===== config.mk =====
export PLATFORM = sky130hd
export DESIGN_NAME = inst_sequencer_flat
export DESIGN_NICKNAME = d
export VERILOG_FILES = /design/src/rtl/inst_sequencer_pkg.sv /design/src/rtl/inst_sequencer_if.sv /design/src/rtl/inst_sequencer_seq_timeout_cnt.sv /design/src/rtl/inst_sequencer.sv /design/src/flat_wrapper.sv
export SDC_FILE = /design/constraint.sdc
export NUM_CORES = 1
export LEC_CHECK = 0
export ABC_CLOCK_PERIOD_IN_PS = 2600
export BUFFER_PORTS_ARGS = -buffer_cell sky130_fd_sc_hd__buf_2
export CORE_MARGIN = 2
export CORE_UTILIZATION = 49
export DETAILED_ROUTE_END_ITERATION = 8
export PLACE_DENSITY = 0.78
export SETUP_SLACK_MARGIN = 0.2
export SLEW_MARGIN = 0
export SYNTH_ARGS = -nofsm -noshare
export SYNTH_HDL_FRONTEND = slang
export SYNTH_SLANG_ARGS = --single-unit

===== constraint.sdc =====
create_clock -name clk_i -period 2.6 [get_ports clk_i]
set_input_delay 0.26 -clock clk_i [delete_from_list [all_inputs] [get_ports clk_i]]
set_output_delay 0.26 -clock clk_i [all_outputs]
set_load 0.05 [all_outputs]

===== src/rtl/inst_sequencer_pkg.sv =====
`default_nettype none
// ============================================================================
// Module      : inst_sequencer_pkg
// Description : Shared state encodings, opcodes and PC-mode codes for the
//               instruction sequencer.
// Revision    : 1.0 - initial release
// ============================================================================
package inst_sequencer_pkg;

    typedef enum logic [2:0] {
        ST_IDLE     = 3'd0,
        ST_FETCH    = 3'd1,
        ST_DECODE   = 3'd2,
        ST_EXEC     = 3'd3,
        ST_ALU_WAIT = 3'd4,
        ST_MEM      = 3'd5,
        ST_WB       = 3'd6,
        ST_HALT     = 3'd7
    } state_t;

    typedef enum logic [7:0] {
        OP_ADD     = 8'h01,
        OP_SUB     = 8'h02,
        OP_MUL     = 8'h10,
        OP_DIV     = 8'h11,
        OP_MOVEIN  = 8'h20,
        OP_MOVEOUT = 8'h21,
        OP_WAIT    = 8'hF0
    } opcode_t;

    typedef enum logic [1:0] {
        PC_INC    = 2'd0,
        PC_JUMP   = 2'd1,
        PC_BRANCH = 2'd2,
        PC_RETURN = 2'd3
    } pc_mode_t;

    function automatic logic is_multicycle(input logic [7:0] op);
        return (op == OP_MUL) || (op == OP_DIV);
    endfunction

endpackage
`default_nettype wire


===== src/rtl/inst_sequencer_if.sv =====
`default_nettype none
// ============================================================================
// Module      : inst_sequencer_if
// Description : Fetch/RAM/ALU handshakes, decoder fields and control strobes
//               between the sequencer (master) and the rest of the core.
// Revision    : 1.0 - initial release
// ============================================================================
interface inst_sequencer_if #(
    parameter int CNT_W = 16
) ();
    import inst_sequencer_pkg::*;

    logic             fetch_req_o;
    logic             fetch_ack_i;
    logic [31:0]      inst_i;
    logic [31:0]      inst_o;
    logic [7:0]       alu_op_i;
    logic [1:0]       pc_i;
    logic [1:0]       reg_i;
    logic             mem_i;
    logic             alu_start_o;
    logic             alu_done_i;
    logic             mem_req_o;
    logic             mem_we_o;
    logic             mem_ack_i;
    logic             reg_we_o;
    logic             pc_upd_o;
    logic [1:0]       pc_sel_o;
    logic             irq_i;
    logic             irq_ack_o;
    logic             int_vec_o;
    logic             busy_o;
    logic             err_o;
    state_t           state_o;
    logic [CNT_W-1:0] inst_cnt_o;

    modport master (
        output fetch_req_o, inst_o, alu_start_o, mem_req_o, mem_we_o,
               reg_we_o, pc_upd_o, pc_sel_o, irq_ack_o, int_vec_o,
               busy_o, err_o, state_o, inst_cnt_o,
        input  fetch_ack_i, inst_i, alu_op_i, pc_i, reg_i, mem_i,
               alu_done_i, mem_ack_i, irq_i
    );

    modport slave (
        input  fetch_req_o, inst_o, alu_start_o, mem_req_o, mem_we_o,
               reg_we_o, pc_upd_o, pc_sel_o, irq_ack_o, int_vec_o,
               busy_o, err_o, state_o, inst_cnt_o,
        output fetch_ack_i, inst_i, alu_op_i, pc_i, reg_i, mem_i,
               alu_done_i, mem_ack_i, irq_i
    );

endinterface
`default_nettype wire


===== src/rtl/inst_sequencer_seq_timeout_cnt.sv =====
`default_nettype none
// ============================================================================
// Module      : inst_sequencer_seq_timeout_cnt
// Description : Cycle counter bounding the multi-cycle ALU wait.
// Revision    : 1.0 - initial release
// ============================================================================
module inst_sequencer_seq_timeout_cnt #(
    parameter int ALU_TIMEOUT = 32
) (
    input  wire logic clk_i,
    input  wire logic rst_n_i,
    input  wire logic clr_i,
    input  wire logic en_i,
    output logic      expired_o
);

    localparam int                c_cnt_w = (ALU_TIMEOUT > 2) ? $clog2(ALU_TIMEOUT) : 1;
    localparam logic [c_cnt_w-1:0] c_last = c_cnt_w'(ALU_TIMEOUT - 1);

    logic [c_cnt_w-1:0] r_cnt;

    always_ff @(posedge clk_i or negedge rst_n_i) begin
        if (!rst_n_i) begin
            r_cnt <= '0;
        end else if (clr_i) begin
            r_cnt <= '0;
        end else if (en_i) begin
            r_cnt <= r_cnt + 1'b1;
        end
    end

    assign expired_o = (r_cnt == c_last);

endmodule
`default_nettype wire


===== src/rtl/inst_sequencer.sv =====
`default_nettype none
// ============================================================================
// Module      : inst_sequencer
// Description : Multi-cycle fetch/decode/execute/writeback control FSM with
//               ALU and RAM stalls, WAIT halt and interrupt servicing.
// Revision    : 1.0 - initial release
// ============================================================================
module inst_sequencer
    import inst_sequencer_pkg::*;
#(
    parameter int ALU_TIMEOUT = 32,
    parameter int CNT_W       = 16
) (
    input  wire logic          clk_i,
    input  wire logic          rst_n_i,
    inst_sequencer_if.master   bus
);

    state_t           r_state;
    state_t           w_state_nxt;
    logic [31:0]      r_inst;
    logic [CNT_W-1:0] r_inst_cnt;
    logic             r_fetch_req;
    logic             r_mem_req;
    logic             r_mem_we;
    logic             r_alu_start;
    logic             r_reg_we;
    logic             r_pc_upd;
    logic [1:0]       r_pc_sel;
    logic             r_irq_ack;
    logic             r_int_vec;
    logic             r_busy;
    logic             r_err;
    logic             w_expired;
    logic             w_timeout;

    inst_sequencer_seq_timeout_cnt #(
        .ALU_TIMEOUT (ALU_TIMEOUT)
    ) u_timeout (
        .clk_i     (clk_i),
        .rst_n_i   (rst_n_i),
        .clr_i     (r_state == ST_EXEC),
        .en_i      (r_state == ST_ALU_WAIT),
        .expired_o (w_expired)
    );

    // A done on the expiry cycle wins, so no error is flagged then.
    assign w_timeout = (r_state == ST_ALU_WAIT) && !bus.alu_done_i && w_expired;

    always_comb begin
        w_state_nxt = r_state;
        case (r_state)
            ST_IDLE:     w_state_nxt = ST_FETCH;
            ST_FETCH:    if (bus.fetch_ack_i) w_state_nxt = ST_DECODE;
            ST_DECODE:   w_state_nxt = ST_EXEC;
            ST_EXEC: begin
                if (is_multicycle(bus.alu_op_i))  w_state_nxt = ST_ALU_WAIT;
                else if (bus.alu_op_i == OP_WAIT) w_state_nxt = ST_HALT;
                else if (bus.mem_i)               w_state_nxt = ST_MEM;
                else                              w_state_nxt = ST_WB;
            end
            ST_ALU_WAIT: begin
                if (bus.alu_done_i) w_state_nxt = bus.mem_i ? ST_MEM : ST_WB;
                else if (w_expired) w_state_nxt = ST_WB;
            end
            ST_MEM:      if (bus.mem_ack_i) w_state_nxt = ST_WB;
            ST_WB:       w_state_nxt = ST_FETCH;
            ST_HALT:     if (bus.irq_i) w_state_nxt = ST_WB;
            default:     w_state_nxt = ST_IDLE;
        endcase
    end

    // Outputs are registered from the next state so they line up with state_o.
    always_ff @(posedge clk_i or negedge rst_n_i) begin
        if (!rst_n_i) begin
            r_state     <= ST_IDLE;
            r_inst      <= '0;
            r_inst_cnt  <= '0;
            r_fetch_req <= 1'b0;
            r_mem_req   <= 1'b0;
            r_mem_we    <= 1'b0;
            r_alu_start <= 1'b0;
            r_reg_we    <= 1'b0;
            r_pc_upd    <= 1'b0;
            r_pc_sel    <= PC_INC;
            r_irq_ack   <= 1'b0;
            r_int_vec   <= 1'b0;
            r_busy      <= 1'b0;
            r_err       <= 1'b0;
        end else begin
            r_state <= w_state_nxt;
            if (r_state == ST_FETCH && bus.fetch_ack_i) r_inst <= bus.inst_i;
            if (r_state == ST_WB) r_inst_cnt <= r_inst_cnt + 1'b1;
            if (w_timeout) r_err <= 1'b1;

            r_busy      <= (w_state_nxt != ST_IDLE) && (w_state_nxt != ST_HALT);
            r_fetch_req <= (w_state_nxt == ST_FETCH);
            r_mem_req   <= (w_state_nxt == ST_MEM);
            r_mem_we    <= (w_state_nxt == ST_MEM) && (bus.alu_op_i == OP_MOVEIN);
            r_alu_start <= (w_state_nxt == ST_EXEC) && is_multicycle(bus.alu_op_i);
            r_reg_we    <= (w_state_nxt == ST_WB) && (bus.reg_i != 2'd0);
            r_pc_upd    <= (w_state_nxt == ST_WB);
            r_pc_sel    <= (w_state_nxt == ST_WB) ? bus.pc_i : PC_INC;
            r_irq_ack   <= (w_state_nxt == ST_WB) && bus.irq_i;
            r_int_vec   <= (w_state_nxt == ST_WB) && bus.irq_i;
        end
    end

    assign bus.state_o     = r_state;
    assign bus.inst_o      = r_inst;
    assign bus.inst_cnt_o  = r_inst_cnt;
    assign bus.fetch_req_o = r_fetch_req;
    assign bus.mem_req_o   = r_mem_req;
    assign bus.mem_we_o    = r_mem_we;
    assign bus.alu_start_o = r_alu_start;
    assign bus.reg_we_o    = r_reg_we;
    assign bus.pc_upd_o    = r_pc_upd;
    assign bus.pc_sel_o    = r_pc_sel;
    assign bus.irq_ack_o   = r_irq_ack;
    assign bus.int_vec_o   = r_int_vec;
    assign bus.busy_o      = r_busy;
    assign bus.err_o       = r_err;

endmodule
`default_nettype wire


===== src/flat_wrapper.sv =====
// flat-port wrapper written by rule: the top's interface ports become plain ports
module inst_sequencer_flat import inst_sequencer_pkg::*;
#(
    parameter int ALU_TIMEOUT = 32,
    parameter int CNT_W       = 16
)
  (clk_i, rst_n_i, bus_fetch_req_o, bus_inst_o, bus_alu_start_o, bus_mem_req_o, bus_mem_we_o, bus_reg_we_o, bus_pc_upd_o, bus_pc_sel_o, bus_irq_ack_o, bus_int_vec_o, bus_busy_o, bus_err_o, bus_state_o, bus_inst_cnt_o, bus_fetch_ack_i, bus_inst_i, bus_alu_op_i, bus_pc_i, bus_reg_i, bus_mem_i, bus_alu_done_i, bus_mem_ack_i, bus_irq_i);
  inst_sequencer_if #(.CNT_W(CNT_W)) bus_i ();
  input  wire logic clk_i;
  input  wire logic rst_n_i;
  output wire logic [$bits(bus_i.fetch_req_o)-1:0] bus_fetch_req_o;
  output wire logic [$bits(bus_i.inst_o)-1:0] bus_inst_o;
  output wire logic [$bits(bus_i.alu_start_o)-1:0] bus_alu_start_o;
  output wire logic [$bits(bus_i.mem_req_o)-1:0] bus_mem_req_o;
  output wire logic [$bits(bus_i.mem_we_o)-1:0] bus_mem_we_o;
  output wire logic [$bits(bus_i.reg_we_o)-1:0] bus_reg_we_o;
  output wire logic [$bits(bus_i.pc_upd_o)-1:0] bus_pc_upd_o;
  output wire logic [$bits(bus_i.pc_sel_o)-1:0] bus_pc_sel_o;
  output wire logic [$bits(bus_i.irq_ack_o)-1:0] bus_irq_ack_o;
  output wire logic [$bits(bus_i.int_vec_o)-1:0] bus_int_vec_o;
  output wire logic [$bits(bus_i.busy_o)-1:0] bus_busy_o;
  output wire logic [$bits(bus_i.err_o)-1:0] bus_err_o;
  output wire logic [$bits(bus_i.state_o)-1:0] bus_state_o;
  output wire logic [$bits(bus_i.inst_cnt_o)-1:0] bus_inst_cnt_o;
  input wire logic [$bits(bus_i.fetch_ack_i)-1:0] bus_fetch_ack_i;
  input wire logic [$bits(bus_i.inst_i)-1:0] bus_inst_i;
  input wire logic [$bits(bus_i.alu_op_i)-1:0] bus_alu_op_i;
  input wire logic [$bits(bus_i.pc_i)-1:0] bus_pc_i;
  input wire logic [$bits(bus_i.reg_i)-1:0] bus_reg_i;
  input wire logic [$bits(bus_i.mem_i)-1:0] bus_mem_i;
  input wire logic [$bits(bus_i.alu_done_i)-1:0] bus_alu_done_i;
  input wire logic [$bits(bus_i.mem_ack_i)-1:0] bus_mem_ack_i;
  input wire logic [$bits(bus_i.irq_i)-1:0] bus_irq_i;
  assign bus_fetch_req_o = bus_i.fetch_req_o;
  assign bus_inst_o = bus_i.inst_o;
  assign bus_alu_start_o = bus_i.alu_start_o;
  assign bus_mem_req_o = bus_i.mem_req_o;
  assign bus_mem_we_o = bus_i.mem_we_o;
  assign bus_reg_we_o = bus_i.reg_we_o;
  assign bus_pc_upd_o = bus_i.pc_upd_o;
  assign bus_pc_sel_o = bus_i.pc_sel_o;
  assign bus_irq_ack_o = bus_i.irq_ack_o;
  assign bus_int_vec_o = bus_i.int_vec_o;
  assign bus_busy_o = bus_i.busy_o;
  assign bus_err_o = bus_i.err_o;
  assign bus_state_o = bus_i.state_o;
  assign bus_inst_cnt_o = bus_i.inst_cnt_o;
  assign bus_i.fetch_ack_i = bus_fetch_ack_i;
  assign bus_i.inst_i = bus_inst_i;
  assign bus_i.alu_op_i = bus_alu_op_i;
  assign bus_i.pc_i = bus_pc_i;
  assign bus_i.reg_i = bus_reg_i;
  assign bus_i.mem_i = bus_mem_i;
  assign bus_i.alu_done_i = bus_alu_done_i;
  assign bus_i.mem_ack_i = bus_mem_ack_i;
  assign bus_i.irq_i = bus_irq_i;
  inst_sequencer #(.ALU_TIMEOUT(ALU_TIMEOUT), .CNT_W(CNT_W)) u_core (.clk_i(clk_i), .rst_n_i(rst_n_i), .bus(bus_i));
endmodule

==> results of run 1 <==
worst reg2reg max path, delay by kind of cell (launching register included):
family	cells	cell delay, ps
simple gates	3	650
fa+ha+maj	2	410
flops	1	420
compound gates	2	470
kinds of logic after synthesis:
| logic type | count (synthesis) | synth area share (%) |
|---|---|---|
| XOR/XNOR | 15 | 4.38 |
| adder cells (fa/ha/maj) | 3 | 1.25 |
| AND/OR/NAND/NOR | 68 | 17.0 |
| flip-flops | 67 | 55.9 |
| buffers and inverters | 9 | 2.55 |
| AO/OA/AOI/OAI | 26 | 6.89 |
| multiplexers | 32 | 12.0 |
placed cells by master (no fill, tap or decap), types with 3 or more instances in the layout:
master	synthesis	final
sky130_fd_sc_hd__a21boi_0	3	3
sky130_fd_sc_hd__a21oi_1	5	5
sky130_fd_sc_hd__and3_1	5	5
sky130_fd_sc_hd__buf_2	1	113
sky130_fd_sc_hd__clkbuf_8	0	13
sky130_fd_sc_hd__dfrtp_1	67	67
sky130_fd_sc_hd__ha_1	3	3
sky130_fd_sc_hd__mux2_2	32	32
sky130_fd_sc_hd__nand2_1	11	11
sky130_fd_sc_hd__nand3_1	7	7
sky130_fd_sc_hd__nand4_1	4	4
sky130_fd_sc_hd__nor2_1	6	6
sky130_fd_sc_hd__nor2b_1	5	5
sky130_fd_sc_hd__nor3_1	3	3
sky130_fd_sc_hd__nor3b_1	4	4
sky130_fd_sc_hd__xnor2_1	10	10
sky130_fd_sc_hd__xor2_1	5	5
where the power goes:
group / leakage [nW] / switching, W / internal (W)
registers: 0.847 / 0.000247 / 0.00141
clock network: 0.109 / 0.000366 / 0.000543
logic: 0.979 / 0.00188 / 0.000819
total: 1.93 / 0.00250 / 0.00277
final cells by class:
type	count	share of cell area (%)
timing repair buffer	116	15.7
clock inverter	1	0.784
tap	75	2.45
clock buffer	14	4.77
inverter	1	0.0980
sequential	67	43.8
multi-input combinational	144	32.5
stage by stage:
stage	std cells	util [%]	hold WS [ps]	total power, W	setup WS, ps
final	418	64.7	-20.8	0.00527	547
after global routing	418	64.7	28.1	0.00555	426
after CTS	418	64.7	0.372	0.00531	547
after detailed placement	403	61.1	367	0.00439	579
after global placement	403	61.1	354	0.00432	627
after floorplan	220	-	-35.6	0.00381	714
path summary, 6_finish.rpt:
path                                           start                        end  slack (ps)  cells past startpoint
max                        u_core.u_timeout.r_cnt[0]      u_core.bus.state_o[1]         550                      7
min                                          rst_n_i      u_core.bus.inst_o[10]         -20                      1
max reg2reg                u_core.u_timeout.r_cnt[0]      u_core.bus.state_o[1]         550                      7
min reg2reg                u_core.bus.inst_cnt_o[15]  u_core.bus.inst_cnt_o[15]         480                      1
max in group asynchronous                    rst_n_i       u_core.bus.mem_req_o        1990                      2
min in group clk_i                    bus_inst_i[18]      u_core.bus.inst_o[18]         150                      2
state kept, by name, indices dropped and copies added, names as in the netlist:
name	count
u_core.bus.state_o	3
u_core.bus.pc_sel_o	2
u_core.bus.alu_start_o	1
u_core.bus.mem_we_o	1
u_core.bus.fetch_req_o	1
u_core.bus.err_o	1
u_core.bus.busy_o	1
u_core.bus.mem_req_o	1
u_core.bus.reg_we_o	1
u_core.bus.irq_ack_o	1
u_core.bus.inst_cnt_o	16
u_core.u_timeout.r_cnt	5
u_core.bus.pc_upd_o	1
u_core.bus.inst_o	32
layer usage:
metal / GRT usage, % / up-vias / routed length [microns]
met5: 0 / - / 0
met4: 8.17 / 0 / 100
met3: 6.63 / 12 / 519
met2: 32.2 / 90 / 2900
met1: 23.8 / 1057 / 2530
li1: - / 1031 / -
==> metrics.txt, run 1 <==
total detailed-routing wirelength=6050 microns; Initial DRC Count=37; total placed instance area=0.00362 sq mm; Top FF cell, synth=sky130_fd_sc_hd__dfrtp_1; count of pins over their slew limit=0; endpoint kind of the worst setup timing path=flop; TritonCTS Sinks=67; type of the tightest min-delay check=input port to asynchronous set/reset pin; post-route ant nets=0; total standard cell area after synthesis=0.00300 sq mm; final hold violation count=32; worst voltage drop across the vdd grid=0.903 mV; max-cap violations=0; aggregate negative setup slack=0 ps; ranking of synthesized cells by instance count=67 x sky130_fd_sc_hd__dfrtp_1, 32 x sky130_fd_sc_hd__mux2_2, 11 x sky130_fd_sc_hd__nand2_1; Area growth, synth to finish=27.8%; first-pass GRT wire length=9830 microns; Buffers on Ports=113; final critical path time including I/O delays and setup=2050 ps; vias per inst=5.24; skew final=5.71 ps; global-route congestion overflow total=0; pwr/cell area=1380 mW/mm^2; Post-CTS Resized=0; DRC viols=0; Placeable Area=0.00592 sq mm; headroom to the max-slew limit=50.4%; routed wire length per instance=14.5 microns; count of state elements after synthesis=67; Clock Latency Late Sink=340 ps; cell chain of the critical path=ha_1 -> and3_1 -> ha_1 -> nor2b_1 -> o21ai_1 -> o211ai_2 -> or2_2; WP data arrival=2280 ps; multi-input logic area=0.00124 sq mm; nature of the critical path startpoint=flop; via count=2190; Num CTS Buffers=9; die height=82.2 microns; leading post-synthesis cells by cell area=sky130_fd_sc_hd__dfrtp_1 56%, sky130_fd_sc_hd__mux2_2 12%, sky130_fd_sc_hd__xnor2_1 2.9%; overall fraction of global-route tracks in use=19.7%; Buf+Inv Stages, Crit Path=0; floorplan row count=28; FFs w/ async S/R, synth=100%; Lkg Pwr=1.93 nW; proportion of layout cells with a drive suffix above 1=52.2%; CP max FO=5; dominant cell by count in the synthesized netlist=sky130_fd_sc_hd__dfrtp_1; Bufs on Longest Clock Path=2; Worst Tran Pin Value=743 ps; Post-Syn Nets=274; Filler Cells Inserted=449; Reg clk slew, reported paths=70 ps; Final Cycle Share=79.0%; Routability Congestion=0.772; area leader, netlist=sky130_fd_sc_hd__dfrtp_1; sequential standard cell area=0.00168 sq mm; width of the die=82.2 microns; DPL Wire Length=4510 microns; outcome=finished, violations left; number of buffers inserted for hold repair after clock tree synthesis=0; first-pass iteration count of the detailed router=4; Ports=114; count of flip-flops with a built-in enable after synthesis=0; post-synthesis instance total=220; most numerous cell on the critical path=sky130_fd_sc_hd__ha_1; proportion of synthesized chip area in sequential cells=55.9%; Setup CP Type=flop to flop; Die ar.=0.00676 sq mm; crit path max-delay cell type=sky130_fd_sc_hd__dfrtp_1; endpoint required time on the critical path=2830 ps; delay of the slowest critical-path stage=420 ps; clock tree from TritonCTS=built; layout net count=393; total number of H-tree levels=3; starting density of the core=50.6%; Finish-stage setup viols=0; post-route cell area=0.00383 sq mm; setup repair after global routing missed its margin=false; top-area cell type share of the netlist area=55.9%; final hold slack=-20.8 ps; Post-CTS Repair Setup Buffers=0; antenna cell count=0; antenna violations before repair=0; achievable clock frequency=487 MHz; violations in the final reports=hold timing; number of warnings printed during yosys synthesis=0; family of cells with the greatest summed delay on the critical path=simple AND/OR/NAND/NOR gates; distinct cell type count after synthesis=52; CTS root buffer=sky130_fd_sc_hd__clkbuf_8; via count of the first global-routing pass=2136; post-synthesis area per instance=13.6 sq um; largest net degree at the start of global routing=38
Power figures use the tool's default switching activity.
==> run 2: changes to the inputs <==
--- a/config.mk
+++ b/config.mk
@@ -5,7 +5,8 @@
 export SDC_FILE = /design/constraint.sdc
 export NUM_CORES = 1
 export LEC_CHECK = 0
-export ABC_CLOCK_PERIOD_IN_PS = 2600
+export ABC_AREA = 1
+export ABC_CLOCK_PERIOD_IN_PS = 1920
 export BUFFER_PORTS_ARGS = -buffer_cell sky130_fd_sc_hd__buf_2
 export CORE_MARGIN = 2
 export CORE_UTILIZATION = 49
==> constraint.sdc (replaced) <==
create_clock -name clk_i -period 1.92 [get_ports clk_i]
set_input_delay 0.192 -clock clk_i [delete_from_list [all_inputs] [get_ports clk_i]]
set_output_delay 0.192 -clock clk_i [all_outputs]
set_load 0.05 [all_outputs]
==> run 2 against run 1 <==
Compared with the run above:
- the run now ends clean
- area after synthesis fell by 0.58%
- critical path depth up 5
- total power is 33% higher
- clock skew up 6.7 ps
- worst hold slack better by 88 ps
- register-to-register slack got worse by 320 ps
- first-iteration DRC count grew 130%
==> metrics.txt, run 2 <==
first-pass GRT wire length=9780 microns; CTS root buffer=sky130_fd_sc_hd__clkbuf_8; pwr/cell area=1800 mW/mm^2; ranking of synthesized cells by instance count=67 x sky130_fd_sc_hd__dfrtp_1, 53 x sky130_fd_sc_hd__nand2_1, 32 x sky130_fd_sc_hd__inv_1; layout net count=454; vias per inst=4.88; count of flip-flops with a built-in enable after synthesis=0; proportion of layout cells with a drive suffix above 1=43.5%; top-area cell type share of the netlist area=56.3%; setup slack on the worst flop-to-flop path=230 ps; Bufs on Longest Clock Path=2; die height=82.0 microns; Reg clk slew, reported paths=70 ps; share of power burned in combinational logic=51.5%; clock tree from TritonCTS=built; distinct cell type count after synthesis=31; global-route congestion overflow total=0; overall fraction of global-route tracks in use=19.5%; post-synthesis instance total=275; routed wire length per instance=13.1 microns; first-pass iteration count of the detailed router=4; Filler Cells Inserted=493; aggregate negative setup slack=0 ps; leading post-synthesis cells by cell area=sky130_fd_sc_hd__dfrtp_1 56%, sky130_fd_sc_hd__nand2_1 6.7%, sky130_fd_sc_hd__mux2_1 6.0%; post-route ant nets=0; final hold violation count=0; Clock Latency Late Sink=330 ps; Routability Congestion=0.854; proportion of synthesized chip area in sequential cells=56.3%; start of the worst register-to-register path=u_core.u_timeout.r_cnt[1]; max-cap violations=0; post-synthesis area per instance=10.8 sq um; DRC viols=0; endpoint required time on the critical path=2140 ps; largest net degree at the start of global routing=68; leading cell types in the layout, fill and taps excluded=113 x sky130_fd_sc_hd__buf_2, 65 x sky130_fd_sc_hd__dfrtp_1, 51 x sky130_fd_sc_hd__nand2_1; setup repair after global routing missed its margin=true; Die ar.=0.00672 sq mm; relative contribution of the clock network to total power=16.0%; Post-Syn Nets=329; TritonCTS Sinks=67; startpoint of the worst setup timing path=u_core.u_timeout.r_cnt[1]; WP data arrival=1910 ps; outcome=finished clean; nature of the critical path startpoint=flop; delay of the slowest critical-path stage=400 ps; achievable clock frequency=591 MHz; Lkg Pwr=2.11 nW; area leader, netlist=sky130_fd_sc_hd__dfrtp_1; dominant cell by count in the synthesized netlist=sky130_fd_sc_hd__dfrtp_1; post-route cell area=0.00389 sq mm; Initial DRC Count=85; Buffers on Ports=113; Setup CP Type=flop to flop; antenna violations before repair=0; cell chain of the critical path=ha_2 -> nand2_2 -> nor2_2 -> ha_2 -> nor2_1 -> nand2_1 -> nand3_2 -> nand2_2 -> a21oi_4 -> nand2_4 -> nand2_8 -> inv_1; count of state elements after synthesis=67; skew final=12.4 ps; internal cell power=0.00348 W; number of warnings printed during yosys synthesis=0; switching power=0.00354 W; Finish-stage setup viols=0; headroom to the max-slew limit=73.3%; count of pins over their slew limit=0; flip-flop count of the largest register after layout=32; Ports=114; Stages on worst setup path=12; type of the tightest min-delay check=input port to flop; family of cells with the greatest summed delay on the critical path=simple AND/OR/NAND/NOR gates; total placed instance area=0.00361 sq mm; share of the core filled with cells in the final layout=66.1%; crit path max-delay cell type=sky130_fd_sc_hd__dfrtp_1; Placeable Area=0.00589 sq mm; Num CTS Buffers=9; final critical path time including I/O delays and setup=1690 ps; sequential power share=32.6%; antenna cell count=0; crit path capture=u_core.bus.pc_upd_o; floorplan row count=28; Area growth, synth to finish=30.6%; length in cells of the worst reg-to-reg path=12; endpoint kind of the worst setup timing path=flop; via count of the first global-routing pass=2206; Buf+Inv Stages, Crit Path=1; Top FF cell, synth=sky130_fd_sc_hd__dfrtp_1; starting density of the core=50.6%; FFs w/ async S/R, synth=100%; CP max FO=5; worst voltage drop across the vdd grid=1.28 mV; total number of H-tree levels=3; total detailed-routing wirelength=6280 microns; switching power as a share of total power=50.4%; DPL Wire Length=4430 microns; most common cell after layout, fill and taps aside=sky130_fd_sc_hd__buf_2; total standard cell area after synthesis=0.00298 sq mm; width of the die=82.0 microns; Final Cycle Share=88.2%; via count=2341; Crit Reg-Reg Endpoint=u_core.bus.pc_upd_o; Worst Tran Pin Value=400 ps
## run 2: changes by cell type in the layout (fill, tap and decap cells not counted), moves of 5 or more
cell                      delta
sky130_fd_sc_hd__nor2_2      +6
sky130_fd_sc_hd__nand2_1    +40
sky130_fd_sc_hd__nor2_1     +17
sky130_fd_sc_hd__mux2_1     +16
sky130_fd_sc_hd__and3_1      -5
sky130_fd_sc_hd__nor2b_1     -5
sky130_fd_sc_hd__inv_1      +31
sky130_fd_sc_hd__mux2_2     -16
## run 2: worst register-to-register path, delay by kind of cell, from the launching register on
family	cells	cell delay, ps
AND/OR/NAND/NOR	8	610
flip-flops	1	400
adder cells (fa/ha/maj)	2	360
AO/OA/AOI/OAI	1	170
buffers and inverters	1	40
## run 2: area by class of cell
class	instances	area [sq um]	share of cell area [%]
repair buffers	119	626	16.1
flip-flops and latches	67	1680	43.2
inverters	34	128	3.28
clock buffers	11	131	3.38
clock inverters	5	53.8	1.38
multi-input cells	169	1180	30.3
well taps	75	93.8	2.41
## run 2: worst min-delay path by stage
stage	from	to	slack [ps]	cells past startpoint
2_1_floorplan	rst_n_i	u_core.bus.alu_start_o	-100	0
3_3_place_gp	rst_n_i	u_core.bus.inst_o[23]	240	2
3_5_place_dp	rst_n_i	u_core.bus.inst_o[17]	240	2
4_1_cts	bus_inst_i[25]	u_core.bus.inst_o[25]	50	2
5_1_grt	bus_inst_i[15]	u_core.bus.inst_o[15]	60	2
6_report	bus_inst_i[25]	u_core.bus.inst_o[25]	70	2
## run 2: logic make-up (layout without fill, tap and decap cells)
kind of cell               count (synthesis)  in the layout  synth area share (%)
AOI/OAI and AO/OA                          8              8                  1.89
adders and majority gates                  3              3                  1.26
muxes                                     32             32                  12.1
buffers and inverters                     40            169                  5.96
xor gates and xnor gates                  14             14                  4.12
DFF                                       67             67                  56.3
and+or+nand+nor                          111            112                  18.4
## run 2: repair_timing
action / 4_1_cts / 5_1_grt
setup endpoints to repair: 42 / 25
gates cloned: 1 / 0
hold endpoints to repair: 67 / 0
hold buffers: 1 / 0
setup buffers: 1 / 3
gates resized for setup: 5 / 6
pin swaps: 1 / 1
## run 2: power groups by stage
stage               Sequential, W  Clock (W)  Combinational (W)
global route              0.00235    0.00120            0.00384
floorplan                 0.00386          0            0.00115
detailed placement        0.00229          0            0.00347
global placement          0.00226          0            0.00343
CTS                       0.00228    0.00114            0.00357
finish                    0.00229    0.00112            0.00361
## run 2: per-layer routing
layer / vias up / wire length (microns) / GRT usage (%)
met5: - / 0 / 0
met4: 0 / 122 / 7.83
met3: 11 / 406 / 5.82
met2: 71 / 3120 / 32.1
met1: 1132 / 2630 / 23.9
li1: 1127 / - / -
## run 2: stage by stage
step	power, W	worst slack [ps]	hold slack (ps)	cells
after global routing	0.00740	115	60.8	480
after global placement	0.00569	93.6	237	458
after CTS	0.00699	201	50.5	477
after detailed placement	0.00577	42.1	237	458
final	0.00701	227	66.9	480
after floorplan	0.00501	210	-104	275
==> run 3: changes to the inputs <==
--- a/config.mk
+++ b/config.mk
@@ -9,9 +9,9 @@
 export ABC_CLOCK_PERIOD_IN_PS = 1920
 export BUFFER_PORTS_ARGS = -buffer_cell sky130_fd_sc_hd__buf_2
 export CORE_MARGIN = 2
-export CORE_UTILIZATION = 49
+export CORE_UTILIZATION = 35
 export DETAILED_ROUTE_END_ITERATION = 8
-export PLACE_DENSITY = 0.78
+export PLACE_DENSITY = 0.58
 export SETUP_SLACK_MARGIN = 0.2
 export SLEW_MARGIN = 0
 export SYNTH_ARGS = -nofsm -noshare
==> run 3 against run 2 <==
Compared with the run above:
- clock skew fell by 5.2 ps
- utilization is 18 points lower
- flip-flop and latch count stayed put
- count of clock-buffer cells in the layout up 1
- critical path type unchanged
- via count decreased by 2.0%
- non-clock buffer count grew 6
- critical path depth unchanged
- critical endpoint is now u_core.bus.irq_ack_o
- first-iteration DRC count is 26% lower
==> metrics.txt, run 3 (same netlist as run 2, synthesis figures left out) <==
Placeable Area=0.00822 sq mm; Buffers on Ports=113; final critical path time including I/O delays and setup=1690 ps; Die ar.=0.00927 sq mm; headroom to the max-slew limit=61.9%; switching power=0.00349 W; flip-flop count of the largest register after layout=32; nature of the critical path startpoint=flop; total number of H-tree levels=3; worst voltage drop across the vdd grid=0.714 mV; layout net count=459; CP max FO=5; Ports=114; Clock Latency Late Sink=330 ps; switching power as a share of total power=49.0%; starting density of the core=36.3%; largest net degree at the start of global routing=25; floorplan row count=33; Area growth, synth to finish=33.9%; via count=2295; total detailed-routing wirelength=6320 microns; Num CTS Buffers=9; share of power burned in combinational logic=51.3%; total chip power=0.00712 W; most common cell after layout, fill and taps aside=sky130_fd_sc_hd__buf_2; Routability Congestion=0.805; Reg clk slew, reported paths=70 ps; post-route ant nets=0; length in cells of the worst reg-to-reg path=12; proportion of layout cells with a drive suffix above 1=45.1%; leading cell types in the layout, fill and taps excluded=113 x sky130_fd_sc_hd__buf_2, 65 x sky130_fd_sc_hd__dfrtp_1, 51 x sky130_fd_sc_hd__nand2_1; relative contribution of the clock network to total power=17.0%; width of the die=96.3 microns; routed wire length per instance=12.3 microns; type of the tightest min-delay check=input port to flop; final hold violation count=0; max-cap violations=0; pwr/cell area=1780 mW/mm^2; Worst Tran Pin Value=572 ps; count of cells along the worst hold path=2; Lkg Pwr=2.15 nW; DRC viols=0; via count of the first global-routing pass=2172; Finish-stage setup viols=0; Final Cycle Share=88.1%; internal cell power=0.00363 W; outcome=finished clean; clock tree from TritonCTS=built; global-route congestion overflow total=0; aggregate negative setup slack=0 ps; vias per inst=4.46; achievable clock frequency=591 MHz; die height=96.3 microns; antenna cell count=0; first-pass iteration count of the detailed router=4; Setup CP Type=flop to flop; CTS root buffer=sky130_fd_sc_hd__clkbuf_8; endpoint required time on the critical path=2140 ps; count of pins over their slew limit=0; sequential power share=31.7%; TritonCTS Sinks=67; DPL Wire Length=4820 microns; Filler Cells Inserted=791; Bufs on Longest Clock Path=2; first-pass GRT wire length=9890 microns; Initial DRC Count=63; endpoint kind of the worst setup timing path=flop; overall fraction of global-route tracks in use=14.0%; skew final=7.15 ps; antenna violations before repair=0; setup repair after global routing missed its margin=true; WP data arrival=1910 ps
==> run 3: repair_timing <==
item | in CTS | in global routing
resized for setup | 3 | 8
hold buffers | 1 | 0
endpoints found under the hold margin | 21 | 0
setup endpoints to repair | 8 | 24
pin swaps | 1 | 2
buffers inserted | 2 | 5
==> run 3: area by class of cell <==
class	instances	area (sq um)	area share, %
Sequential cell	67	1680	42.1
Tap cell	105	131	3.29
Clock buffer	12	165	4.14
Timing Repair Buffer	125	683	17.1
Multi-Input combinational cell	168	1160	29.0
Inverter	34	128	3.20
Clock inverter	4	47.5	1.19
==> run 3: final timing paths <==
check,startpoint,endpoint,slack (ps)
max reg2reg,u_core.u_timeout.r_cnt[0],u_core.bus.irq_ack_o,230
max in group asynchronous,rst_n_i,u_core.bus.inst_o[13],1000
min,bus_inst_i[26],u_core.bus.inst_o[26],70
min reg2reg,u_core.bus.err_o,u_core.bus.err_o,490
min in group asynchronous,rst_n_i,u_core.bus.inst_cnt_o[3],400
max,u_core.u_timeout.r_cnt[0],u_core.bus.irq_ack_o,230
==> run 3: critical path, cell delays in order, from the launching register on <==
cell                      delay (ps)
sky130_fd_sc_hd__dfrtp_1         390
sky130_fd_sc_hd__ha_2            200
sky130_fd_sc_hd__nand2_2          80
sky130_fd_sc_hd__nor2_2           40
sky130_fd_sc_hd__ha_2            170
sky130_fd_sc_hd__nor2_2           90
sky130_fd_sc_hd__nand2_1          70
sky130_fd_sc_hd__nand3_2          80
sky130_fd_sc_hd__nand2_2          60
sky130_fd_sc_hd__a21oi_4         170
sky130_fd_sc_hd__nand2_4         100
sky130_fd_sc_hd__nand2_8         100
sky130_fd_sc_hd__nor2_2           40
==> run 3: per-layer routing <==
metal | vias to the layer above | GRT usage [%] | part of all wire (%)
li1 | 1130 | - | -
met1 | 1098 | 16.4 | 42
met2 | 65 | 23.6 | 50
met3 | 2 | 5.72 | 7.4
met4 | 0 | 4.05 | 0.41
met5 | - | 0 | 0
==> run 3: power by group through the flow <==
stage	sequential [W]	clock (W)	combinational, W
after floorplan	0.00386	0	0.00115
after global placement	0.00227	0	0.00347
after detailed placement	0.00230	0	0.00351
after CTS	0.00227	0.00127	0.00357
after global routing	0.00232	0.00133	0.00391
final	0.00226	0.00121	0.00365
==> run 3: through the flow <==
step | hold slack [ps] | setup slack [ps] | instances | cell area [sq um] | utilization, %
3_5_place_dp | 226 | 122 | 491 | 3680 | 44.8
6_report | 68.1 | 229 | 515 | 3990 | 48.6
2_1_floorplan | -104 | 210 | 275 | 2980 | -
3_3_place_gp | 226 | 153 | 491 | 3680 | 44.8
5_1_grt | 38.3 | 116 | 515 | 3990 | 48.6
4_1_cts | 38.0 | 209 | 510 | 3930 | 47.8
